==> src/rtl/pc_sequencer_pkg.sv <==
// Shared types and constants for the PC sequencer: redirect kinds and default vectors.
package pc_sequencer_pkg;

    typedef enum logic [2:0] {
        KIND_NONE   = 3'd0,
        KIND_BRANCH = 3'd1,
        KIND_JUMP   = 3'd2,
        KIND_JR     = 3'd3,
        KIND_EXC    = 3'd4
    } redirect_kind_e;

    localparam int          WORD_BYTES       = 4;
    localparam logic [31:0] DEFAULT_RESET_PC = 32'h0000_3000;
    localparam logic [31:0] DEFAULT_EXC_PC   = 32'h0000_4180;

endpackage

==> src/rtl/pc_target_sel.sv <==
// Combinational target generation and priority select for the next fetch address.
// A misaligned JR is folded into the exception path here.
module pc_target_sel
    import pc_sequencer_pkg::*;
#(
    parameter logic [31:0] EXC_PC = DEFAULT_EXC_PC
) (
    input  logic [31:0]    pc_add4,
    input  logic           jump_en,
    input  logic [25:0]    jump_index,
    input  logic           branch_en,
    input  logic [15:0]    branch_offset,
    input  logic           jr_en,
    input  logic [31:0]    jr_target,
    input  logic           exc_en,
    output redirect_kind_e req_kind,
    output logic [31:0]    req_target,
    output logic           misalign
);

    logic [31:0] jump_target;
    logic [31:0] branch_target;

    always_comb begin
        jump_target   = {pc_add4[31:28], jump_index, 2'b00};
        branch_target = pc_add4 + {{14{branch_offset[15]}}, branch_offset, 2'b00};
        misalign      = jr_en && (jr_target[1:0] != 2'b00) && !exc_en;

        req_kind   = KIND_NONE;
        req_target = pc_add4;
        if (exc_en || misalign) begin
            req_kind   = KIND_EXC;
            req_target = EXC_PC;
        end else if (jr_en) begin
            req_kind   = KIND_JR;
            req_target = jr_target;
        end else if (jump_en) begin
            req_kind   = KIND_JUMP;
            req_target = jump_target;
        end else if (branch_en) begin
            req_kind   = KIND_BRANCH;
            req_target = branch_target;
        end
    end

endmodule

==> src/rtl/pc_sequencer.sv <==
// Architectural PC register with a one-entry pending redirect held across fetch stalls.
// A pending exception is sticky; otherwise the latest request wins.
module pc_sequencer
    import pc_sequencer_pkg::*;
#(
    parameter logic [31:0] RESET_PC = DEFAULT_RESET_PC,
    parameter logic [31:0] EXC_PC   = DEFAULT_EXC_PC
) (
    input  logic        clk,
    input  logic        rst,
    input  logic        stall,
    input  logic        jump_en,
    input  logic [25:0] jump_index,
    input  logic        branch_en,
    input  logic [15:0] branch_offset,
    input  logic        jr_en,
    input  logic [31:0] jr_target,
    input  logic        exc_en,
    output logic [31:0] pc,
    output logic [31:0] pc_add4,
    output logic        redirect_pending,
    output logic        misalign_exc
);

    logic [31:0]    pc_q, pc_d;
    redirect_kind_e pend_kind_q, pend_kind_d;
    logic [31:0]    pend_target_q, pend_target_d;
    logic           misalign_q, misalign_d;

    redirect_kind_e req_kind;
    logic [31:0]    req_target;
    logic           misalign;

    assign pc_add4 = pc_q + 32'(WORD_BYTES);

    pc_target_sel #(
        .EXC_PC(EXC_PC)
    ) u_target_sel (
        .pc_add4      (pc_add4),
        .jump_en      (jump_en),
        .jump_index   (jump_index),
        .branch_en    (branch_en),
        .branch_offset(branch_offset),
        .jr_en        (jr_en),
        .jr_target    (jr_target),
        .exc_en       (exc_en),
        .req_kind     (req_kind),
        .req_target   (req_target),
        .misalign     (misalign)
    );

    always_comb begin
        pc_d          = pc_q;
        pend_kind_d   = pend_kind_q;
        pend_target_d = pend_target_q;
        misalign_d    = misalign;

        if (stall) begin
            // Non-exception requests may not displace a buffered exception.
            if (req_kind != KIND_NONE &&
                !(pend_kind_q == KIND_EXC && req_kind != KIND_EXC)) begin
                pend_kind_d   = req_kind;
                pend_target_d = req_target;
            end
        end else begin
            pend_kind_d = KIND_NONE;
            if (pend_kind_q == KIND_EXC) begin
                pc_d = pend_target_q;
            end else if (req_kind != KIND_NONE) begin
                pc_d = req_target;
            end else if (pend_kind_q != KIND_NONE) begin
                pc_d = pend_target_q;
            end else begin
                pc_d = req_target;
            end
        end
    end

    always_ff @(posedge clk or posedge rst) begin
        if (rst) begin
            pc_q          <= RESET_PC;
            pend_kind_q   <= KIND_NONE;
            pend_target_q <= '0;
            misalign_q    <= 1'b0;
        end else begin
            pc_q          <= pc_d;
            pend_kind_q   <= pend_kind_d;
            pend_target_q <= pend_target_d;
            misalign_q    <= misalign_d;
        end
    end

    assign pc               = pc_q;
    assign redirect_pending = (pend_kind_q != KIND_NONE);
    assign misalign_exc     = misalign_q;

endmodule

==> config.mk <==
export PLATFORM = sky130hd
export DESIGN_NAME = pc_sequencer
export DESIGN_NICKNAME = d
export VERILOG_FILES = /design/src/rtl/pc_sequencer_pkg.sv /design/src/rtl/pc_target_sel.sv /design/src/rtl/pc_sequencer.sv
export SDC_FILE = /design/constraint.sdc
export NUM_CORES = 1
export LEC_CHECK = 0
export BUFFER_PORTS_ARGS = -buffer_cell sky130_fd_sc_hd__buf_4
export CAP_MARGIN = 5
export CELL_PAD_IN_SITES_DETAIL_PLACEMENT = 1
export CELL_PAD_IN_SITES_GLOBAL_PLACEMENT = 2
export CORE_MARGIN = 8
export CORE_UTILIZATION = 31
export CTS_CLUSTER_SIZE = 24
export DETAILED_ROUTE_END_ITERATION = 7
export PLACE_DENSITY_LB_ADDON = 0.1
export REMOVE_ABC_BUFFERS = 1
export SLEW_MARGIN = 20
export SYNTH_ARGS = -nofsm -noshare
export SYNTH_HDL_FRONTEND = slang
export SYNTH_SLANG_ARGS = --single-unit
==> constraint.sdc <==
create_clock -name clk -period 4.3 [get_ports clk]
set_input_delay 0.86 -clock clk [delete_from_list [all_inputs] [get_ports clk]]
set_output_delay 0.86 -clock clk [all_outputs]
set_load 0.02 [all_outputs]
Word-level counts from Yosys, hierarchy flattened
Cells that the tools add are included. Widths: inputs -> output; s select.

Register bits after elaboration: 68. Bits of input ports: 81. Output and inout port bits: 66.

Add/subtract/negate cells: 2. Eq/ne operators: 3. Muxes and demuxes: 13. Reductions and logical operators: 11.

Operator list (count): $mux 32 (7); $add 32x3->32 const B (1); $add 32x32->32 (1); $mux 3 (5); $reduce_bool 3->1 (2); $logic_and 1x1->1 (4); $eq 3x3->1 const B (1); $ne 3x3->1 const B (1); $logic_not 1->1 (2); $ne 2x1->1 const B (1); $reduce_and 2->1 (1); $reduce_bool 2->1 (1); $logic_or 1x1->1 (1); $mux 1 (1).

Logic depth before layout (Yosys ltp)
Gate-level depths: netlist of the first run.

Word-level depth: 11. Mapped depth: 18. Mapped depth without buffers: 18.

Cells and area by module
Synthesis of the first run repeated with hierarchy kept, for this count alone.

Cells, all modules: 749. Area total of the unflattened synthesis: 6138.4 µm².

By module, submodules not included: pc_sequencer (times used 1, cells each 345, area each 3494.6 µm², seq. area each 1704.1 µm²); pc_target_sel (times used 1, cells each 404, area each 2643.8 µm², seq. area each 0.0 µm²).

Least setup slack after synthesis of the first run
No wires, ideal clock.

Path type: register to register. Start point: reg pc_q[2] (netlist: pc[2]). End point: reg pc_q[30] (netlist: pc[30]). Setup time: 126 ps. Data arrival time: 4114 ps. Required time: 4174 ps. Slack: 60 ps. Cell stages (with the launch flop): 16. Cell sequence: dfrtp_1 ha_1 inv_1 nor2_1 nand3_1 xnor2_1 ha_1 buf_2 and3_1 a221o_1 o2111a_1 o21ba_1 or3_4 o31ai_2 a211oi_2 a221o_1.

Cells in the longest elaborated chain, start to end: 9.

RTL lines: from (decl) (RTL line pc_sequencer.sv:25) `logic [31:0] pc_q, pc_d;`; from (signal assigned) (RTL line pc_sequencer.sv:86) `pc_q <= pc_d;`; $add 32x3->32 * (RTL line pc_sequencer.sv:34) `assign pc_add4 = pc_q + 32'(WORD_BYTES);`; via pc_add4[14] (RTL line pc_sequencer.sv:20) `output logic [31:0] pc_add4,`; $add 32x32->32 * (RTL line pc_target_sel.sv:26) `branch_target = pc_add4 + {{14{branch_offset[15]}}, branch_offset, 2'b00};`; $mux 32 * (RTL line pc_target_sel.sv:40) `end else if (branch_en) begin`; $mux 32 * (RTL line pc_target_sel.sv:37) `end else if (jump_en) begin`; $mux 32 * (RTL line pc_target_sel.sv:34) `end else if (jr_en) begin`; $mux 32 * (RTL line pc_target_sel.sv:31) `if (exc_en || misalign) begin`; $mux 32 (RTL line pc_sequencer.sv:71) `end else if (pend_kind_q != KIND_NONE) begin`; $mux 32 * (RTL line pc_sequencer.sv:69) `end else if (req_kind != KIND_NONE) begin`; $mux 32 * (RTL line pc_sequencer.sv:67) `if (pend_kind_q == KIND_EXC) begin`.

Mark *: on every way through the listed nets, which the timed path passes. The rest lies on a longest branch. A chain may end at the register's enable or synchronous reset.

Final worst setup path of the first run
Start point: reg pc_q[12] (netlist: pc[12]). End point: reg pc_q[31] (netlist: pc[31]).

Cells in the longest elaborated chain, start to end: 9.

RTL lines (RTL line): $add 32x3->32 * (pc_sequencer.sv:34); $add 32x32->32 (pc_target_sel.sv:26); $mux 32 (pc_target_sel.sv:40); $mux 32 * (pc_target_sel.sv:37); $mux 32 * (pc_target_sel.sv:34); $mux 32 * (pc_target_sel.sv:31); $mux 32 (pc_sequencer.sv:71); $mux 32 * (pc_sequencer.sv:69); $mux 32 * (pc_sequencer.sv:67).

Mark *: on every way between the ends. The rest lies on a longest branch, timed or not.

==> reports/results.ini, run 1 <==
[outcome]
status=complete, no violations

[setup_path]
cp-end-kind=register
max_stage_delay_ns=0.53
crit_family=simple AND/OR/NAND/NOR gates
start_kind=register
critPathBufInv=1
path_cells=buf_4, and3_1, and2_1, nand3_2, nor2_2, xor2_2, ha_2, nand2_1, or3_1, o21bai_1, a21o_1, a31oi_4, o32ai_2, xor2_1, nor3_2, mux2i_1, a21oi_1
cp.arrival_ns=4.31
cp_max_fo=7
path_class=reg2reg
crit_path_top_delay_cell=dfstp_2
crit_required_ns=4.52

[finish]
antennaDiodeCount=0
num-nets-final=1029
syn_to_final_growth_pct=35.1
final_cell_area_um2=8080
drive_gt1_share_pct=27.9

[route]
wl_met1_mm=11.6
routed_wl_mm=26.0
drc=0
dr.pass1.iters=4
drt_iter0_markers=306
ant_nets=0
wl_per_cell_um=22.1
via_count=6516
wl_met2_mm=12.7
avgViaCountPerCell=5.54
highest_layer=met4
dr_wl_met3_mm=1.25

[floorplan]
initial_utilization_pct=31.7
io_pins=147
die_area_um2=24000
num_rows=50
core_um2=18800
dieHeight_um=155
die_w_um=155

[global_routing]
grt_pass1_wl_mm=40.7
antenna_found_initial=0
grt_start_max_net_pins=69
overflow=0
grtUsageTotal_pct=21.6
grt_pass1_vias=7137

[cts]
cts-hold-fix-buffers=0
h-tree-depth=3
path_clk_slew_ns=0.06
cts-root-buf=clkbuf_16
cts_tree=built
clock-sinks=68
clk_latency_ns=0.34
clockBufferDepth=2
cts_inserted_buffers=9
post_cts_buffers=0

[placement]
gp_congestion=0.884
io_buffers=146
dpl_worst_slack_ns=0.0911
hpwl_mm=19.9
placed_area_um2=7640

[power]
ir_drop_v=0.000194
power.leakage_nw=3.70
powerDensity_nw_per_um2=338

[sta]
maxSlewViolCount=0
hold_viol=0
clock-skew-final_ns=0.00657
relSlewSlack_pct=22.3
setup-tns-final_ns=0
min_period_ns=4.08
worstMarginPinSlew_ns=1.17
max_freq_mhz=245
finalSetupViolations=0
setup_slack_ns=0.216
period_share_pct=95.0

[yosys]
yosys_most_used_dff=dfrtp_1
synthCells=747
synth_area_per_cell_um2=8.00
synth-async-reset-ratio_pct=100
ys_ff_latch=68
syn-cell-area_um2=5980
synth_edf_count=0
ys_warn_count=0
ys_seq_area_share_pct=28.5
yosysUniqueCellTypes=81

[run]
cap_violations=0

[min_path]
min_path_type=reg2reg

-- final cells by class --
cell class	count	area (µm²)
Sequential cell	68	1710
Timing Repair Buffer	197	1490
Tap cell	260	325
Multi-Input combinational cell	611	4120
Fill cell	2247	10800
Clock inverter	4	95.1
Clock buffer	12	256
Inverter	24	90.1
-- worst min-delay path, stage by stage, from the launching register on --
cell	delay, ns
dfrtp_1	0.34
nand2_1	0.05
o31ai_1	0.05
-- what timing repair did --
action	CTS	global route
hold endpoints to repair	0	0
resized for setup	0	17
setup endpoints to repair	0	10
-- stage by stage --
stage	instances	utilization (%)	total power, mW	hold WS, ns
after floorplan	703	-	1.36	0.440
after global placement	1160	40.6	1.81	0.453
after detailed placement	1160	40.6	1.84	0.463
after CTS	1176	42.5	2.74	0.476
after global routing	1176	42.9	2.87	0.501
final	1176	42.9	2.73	0.474
-- cell families after synthesis --
logic type / synth area share (%)
buffers and inverters: 4.44
AND/OR/NAND/NOR: 22.0
flip-flops: 28.5
XOR/XNOR: 6.57
adder cells (fa/ha/maj): 7.87
AO/OA/AOI/OAI: 28.0
multiplexers: 2.68
-- path summary, 6_finish.rpt --
check,from,to,slack (ns),cells past startpoint
worst min-delay path,pend_target_q[28],pend_target_q[28],0.47,2
worst min register to register,pend_target_q[28],pend_target_q[28],0.47,2
worst max register to register,pc[12],pc[31],0.22,17
worst max-delay path,pc[12],pc[31],0.22,17
max in group asynchronous,rst,pc[4],2.61,3
min in group asynchronous,rst,pc[31],0.64,2
-- power breakdown --
group / internal (mW) / total (mW) / leakage (nW) / switching [mW]
logic: 0.447 / 1.07 / 2.65 / 0.620
clock network: 0.598 / 0.893 / 0.173 / 0.295
registers: 0.705 / 0.770 / 0.882 / 0.0653
total: 1.75 / 2.73 / 3.70 / 0.981
-- cell usage in the layout (no fill, tap or decap), drive strengths merged, types with 7 or more instances in the layout --
master,n
dfrtp,66
a21o,13
nand2,86
clkbuf,12
a21oi,59
and3,11
nand2b,7
nand4,12
mux2,8
nand3,19
nor2b,11
and2,10
o31ai,19
xor2,18
nor3,15
mux2i,7
o21ai,67
nor2,60
ha,36
inv,23
xnor2,26
nor3b,8
a211oi,9
buf,197
o211ai,10
or3,10
-- synth_stat cells, types with 5 or more instances --
library cell	count	area [µm²]
inv_1	23	86.3
ha_1	36	450
a311oi_1	5	43.8
nand2_1	86	323
nand2b_1	7	43.8
xor2_1	18	158
nor2_1	60	225
xnor2_1	25	219
clkbuf_1	36	135
a21oi_1	58	290
nor3b_1	8	60.1
a21o_1	13	97.6
or3_1	9	56.3
mux2i_1	7	70.1
nand4_1	12	75.1
o31a_1	5	43.8
a22o_1	5	43.8
o21ai_0	53	265
o21a_1	6	45.0
and2_1	10	62.6
nor2b_1	11	68.8
dfrtp_1	66	1650
a211oi_1	8	60.1
o21ai_1	13	65.1
o31ai_1	18	135
nand3_1	18	90.1
nor3_1	14	70.1
mux2_2	8	90.1
a31oi_1	5	31.3
o211ai_1	10	75.1
and3_1	11	68.8
-- layer usage --
layer	GRT usage (%)	vias to the layer above
met1	26.8	3241
met4	5.83	0
met5	0	-
met2	37.4	163
met3	4.27	33
li1	-	3079
-- flip-flops by register name (all words and copies together), names as in the netlist --
register       flops
pend_target_q     32
pc                32
pend_kind_q        3
misalign_exc       1
Power figures use the tool's default switching activity.
==> inputs of run 2 (changes only) <==
- CORE_MARGIN: 8 -> unset
==> run 2 against run 1 <==
Net effect: final area is 1.6% lower; sequential share of layout area is 0.32 points higher; largest cell class unchanged; critical endpoint unchanged; combinational power hardly changed; core utilization is 0.68 points lower; register-to-register slack worse by 0.06 ns; largest power group unchanged.
==> reports/results.ini, run 2 (synthesized netlist as in run 1, its figures left out) <==
[outcome]
status=complete, no violations

[power]
p_sw_mw=0.969  ; -1.2%
seq_power_share_pct=29.8  ; +1.6 points
power_frac_clock_pct=29.5  ; -3.2 points
p_total_mw=2.59  ; -5.3%
power.leakage_nw=3.64  ; -1.7%
cellInternalPower_mw=1.62  ; -7.6%
ir_drop_v=0.000204  ; +5.0%
powerDensity_nw_per_um2=325  ; -3.8%
power_frac_comb_pct=40.7  ; +1.6 points
switching_share_pct=37.5  ; +1.6 points

[route]
avgViaCountPerCell=5.57  ; +0.45%
drt_iter0_markers=321  ; +4.9%
drc=0  ; unchanged
routed_wl_mm=25.0  ; -3.8%
dr.pass1.iters=4  ; unchanged
ant_nets=0  ; unchanged
via_count=6495  ; -0.32%
wl_per_cell_um=21.5  ; -3.0%

[min_path]
hold-path-endpoint=pend_target_q[14]
whs_path_depth=2  ; unchanged
hp-start=pend_target_q[14]
min_path_type=reg2reg

[setup_path]
crit_required_ns=4.52  ; about the same
r2r_setup_slack_ns=0.15  ; -0.06 ns
cp.arrival_ns=4.37  ; +0.06 ns
path_class=reg2reg
r2r_end=pc[31]
crit_path_top_delay_cell=or4_4
cpMostUsedCell=nand4_1
rr_worst_depth=16  ; -1
path_cells=nand4_1, or4_4, nor2_1, nand2_1, xnor2_1, ha_1, nand4_1, or3_1, o21bai_1, a21o_1, a31oi_4, o32ai_2, xor2_1, nor3_2, mux2i_1, a21oi_1
cp-end-kind=register
start_kind=register
crit_start=pc[12]
cp_max_fo=6  ; -1
max_stage_delay_ns=0.60  ; +0.07 ns
reg2reg_from=pc[12]

[finish]
final_cells=1167  ; -0.77%
final_cell_area_um2=7950  ; -1.6%
antennaDiodeCount=0  ; unchanged
syn_to_final_growth_pct=33.0
most-common-layout-cells=190 x buf_4, 86 x nand2_1, 66 x dfrtp_1
num-nets-final=1022  ; -0.68%
final_common_cell=buf_4
drive_gt1_share_pct=27.1  ; -0.83 points

[placement]
gp_congestion=0.907  ; +2.6%
placed_area_um2=7580  ; -0.85%
io_buffers=146  ; unchanged
dp_cells=1153  ; -0.60%
hpwl_mm=18.7  ; -6.0%

[sta]
period_share_pct=96.4  ; +1.5 points
min_period_ns=4.15  ; +0.0624 ns
rsz0062_at_grt=false
max_freq_mhz=241  ; -1.5%
hold-worst-slack_ns=0.478  ; +0.00389 ns
relSlewSlack_pct=33.8  ; +12 points
hold_viol=0  ; unchanged
finalSetupViolations=0  ; unchanged
maxSlewViolCount=0  ; unchanged
worstMarginPinSlew_ns=0.993  ; -0.173 ns
clock-skew-final_ns=0.00613  ; -0.000446 ns
setup-tns-final_ns=0  ; unchanged

[global_routing]
grt_start_max_net_pins=69  ; unchanged
grtUsageTotal_pct=25.5  ; +3.9 points
grt_pass1_vias=6771  ; -5.1%
grt_pass1_wl_mm=38.6  ; -5.1%
overflow=0  ; unchanged
antenna_found_initial=0  ; unchanged

[floorplan]
num_rows=50  ; unchanged
die_w_um=141  ; -9.0%
io_pins=147  ; unchanged
dieHeight_um=141  ; -9.0%
initial_utilization_pct=31.7  ; unchanged
core_um2=18800  ; unchanged
die_area_um2=19800  ; -17%

[cts]
cts_tree=built
clk_latency_ns=0.35  ; about the same
cts-root-buf=clkbuf_16
clock-sinks=68  ; unchanged
clockBufferDepth=2  ; unchanged
path_clk_slew_ns=0.06  ; about the same
h-tree-depth=3  ; unchanged
cts_inserted_buffers=9  ; unchanged
post_cts_buffers=0  ; unchanged

[run]
cap_violations=0  ; unchanged

==> run 2: worst max-delay path by stage <==
stage	endpoint	cells past startpoint
floorplan	pend_target_q[31]	6
global placement	pc[31]	16
finish	pc[31]	16
global route	pc[31]	16
detailed placement	pc[31]	16
CTS	pc[31]	16
==> run 2: layout make-up <==
type / count / area (µm²)
Timing Repair Buffer: 190 / 1430
Clock inverter: 2 / 35.0
Multi-Input combinational cell: 611 / 4110
Fill cell: 2277 / 10900
Tap cell: 260 / 325
Sequential cell: 68 / 1700
Inverter: 24 / 90.1
Clock buffer: 12 / 256
==> run 2: repair_timing <==
action                     4_1_cts  5_1_grt
setup endpoints to repair        2       16
gates resized for setup          1       14
gates cloned                     0        0
pin swaps                        0        1
hold buffers                     0        0
==> run 2: layer usage <==
| metal | part of all wire (%) | vias up | track usage, % |
|---|---|---|---|
| met5 | 0 | - | 0 |
| met3 | 3.7 | 25 | 3.57 |
| met1 | 46 | 3250 | 33.5 |
| met2 | 49 | 164 | 44.2 |
| met4 | 1.5 | 0 | 5.89 |
| li1 | - | 3056 | - |
==> run 2: worst max-delay path: cells and delay by family, from the launching register on <==
kind | cells | cell delay (ns)
simple gates | 7 | 1.61
compound gates | 5 | 0.92
fa+ha+maj | 1 | 0.32
mux | 1 | 0.24
xor+xnor | 2 | 0.33
flops | 1 | 0.59
==> run 2: power groups by stage <==
stage	registers, mW	logic (mW)	clock network [mW]
floorplan	0.809	0.553	0
global placement	0.775	1.02	0
detailed placement	0.780	1.04	0
CTS	0.769	1.04	0.781
global route	0.780	1.14	0.801
finish	0.771	1.05	0.762
==> run 2: per-stage QoR <==
step	worst slack, ns	util (%)
6_report	0.154	42.2
5_1_grt	0.000608	42.2
4_1_cts	0.0100	41.8
3_5_place_dp	-0.0295	40.3
3_3_place_gp	0.173	40.3
2_1_floorplan	-0.963	-
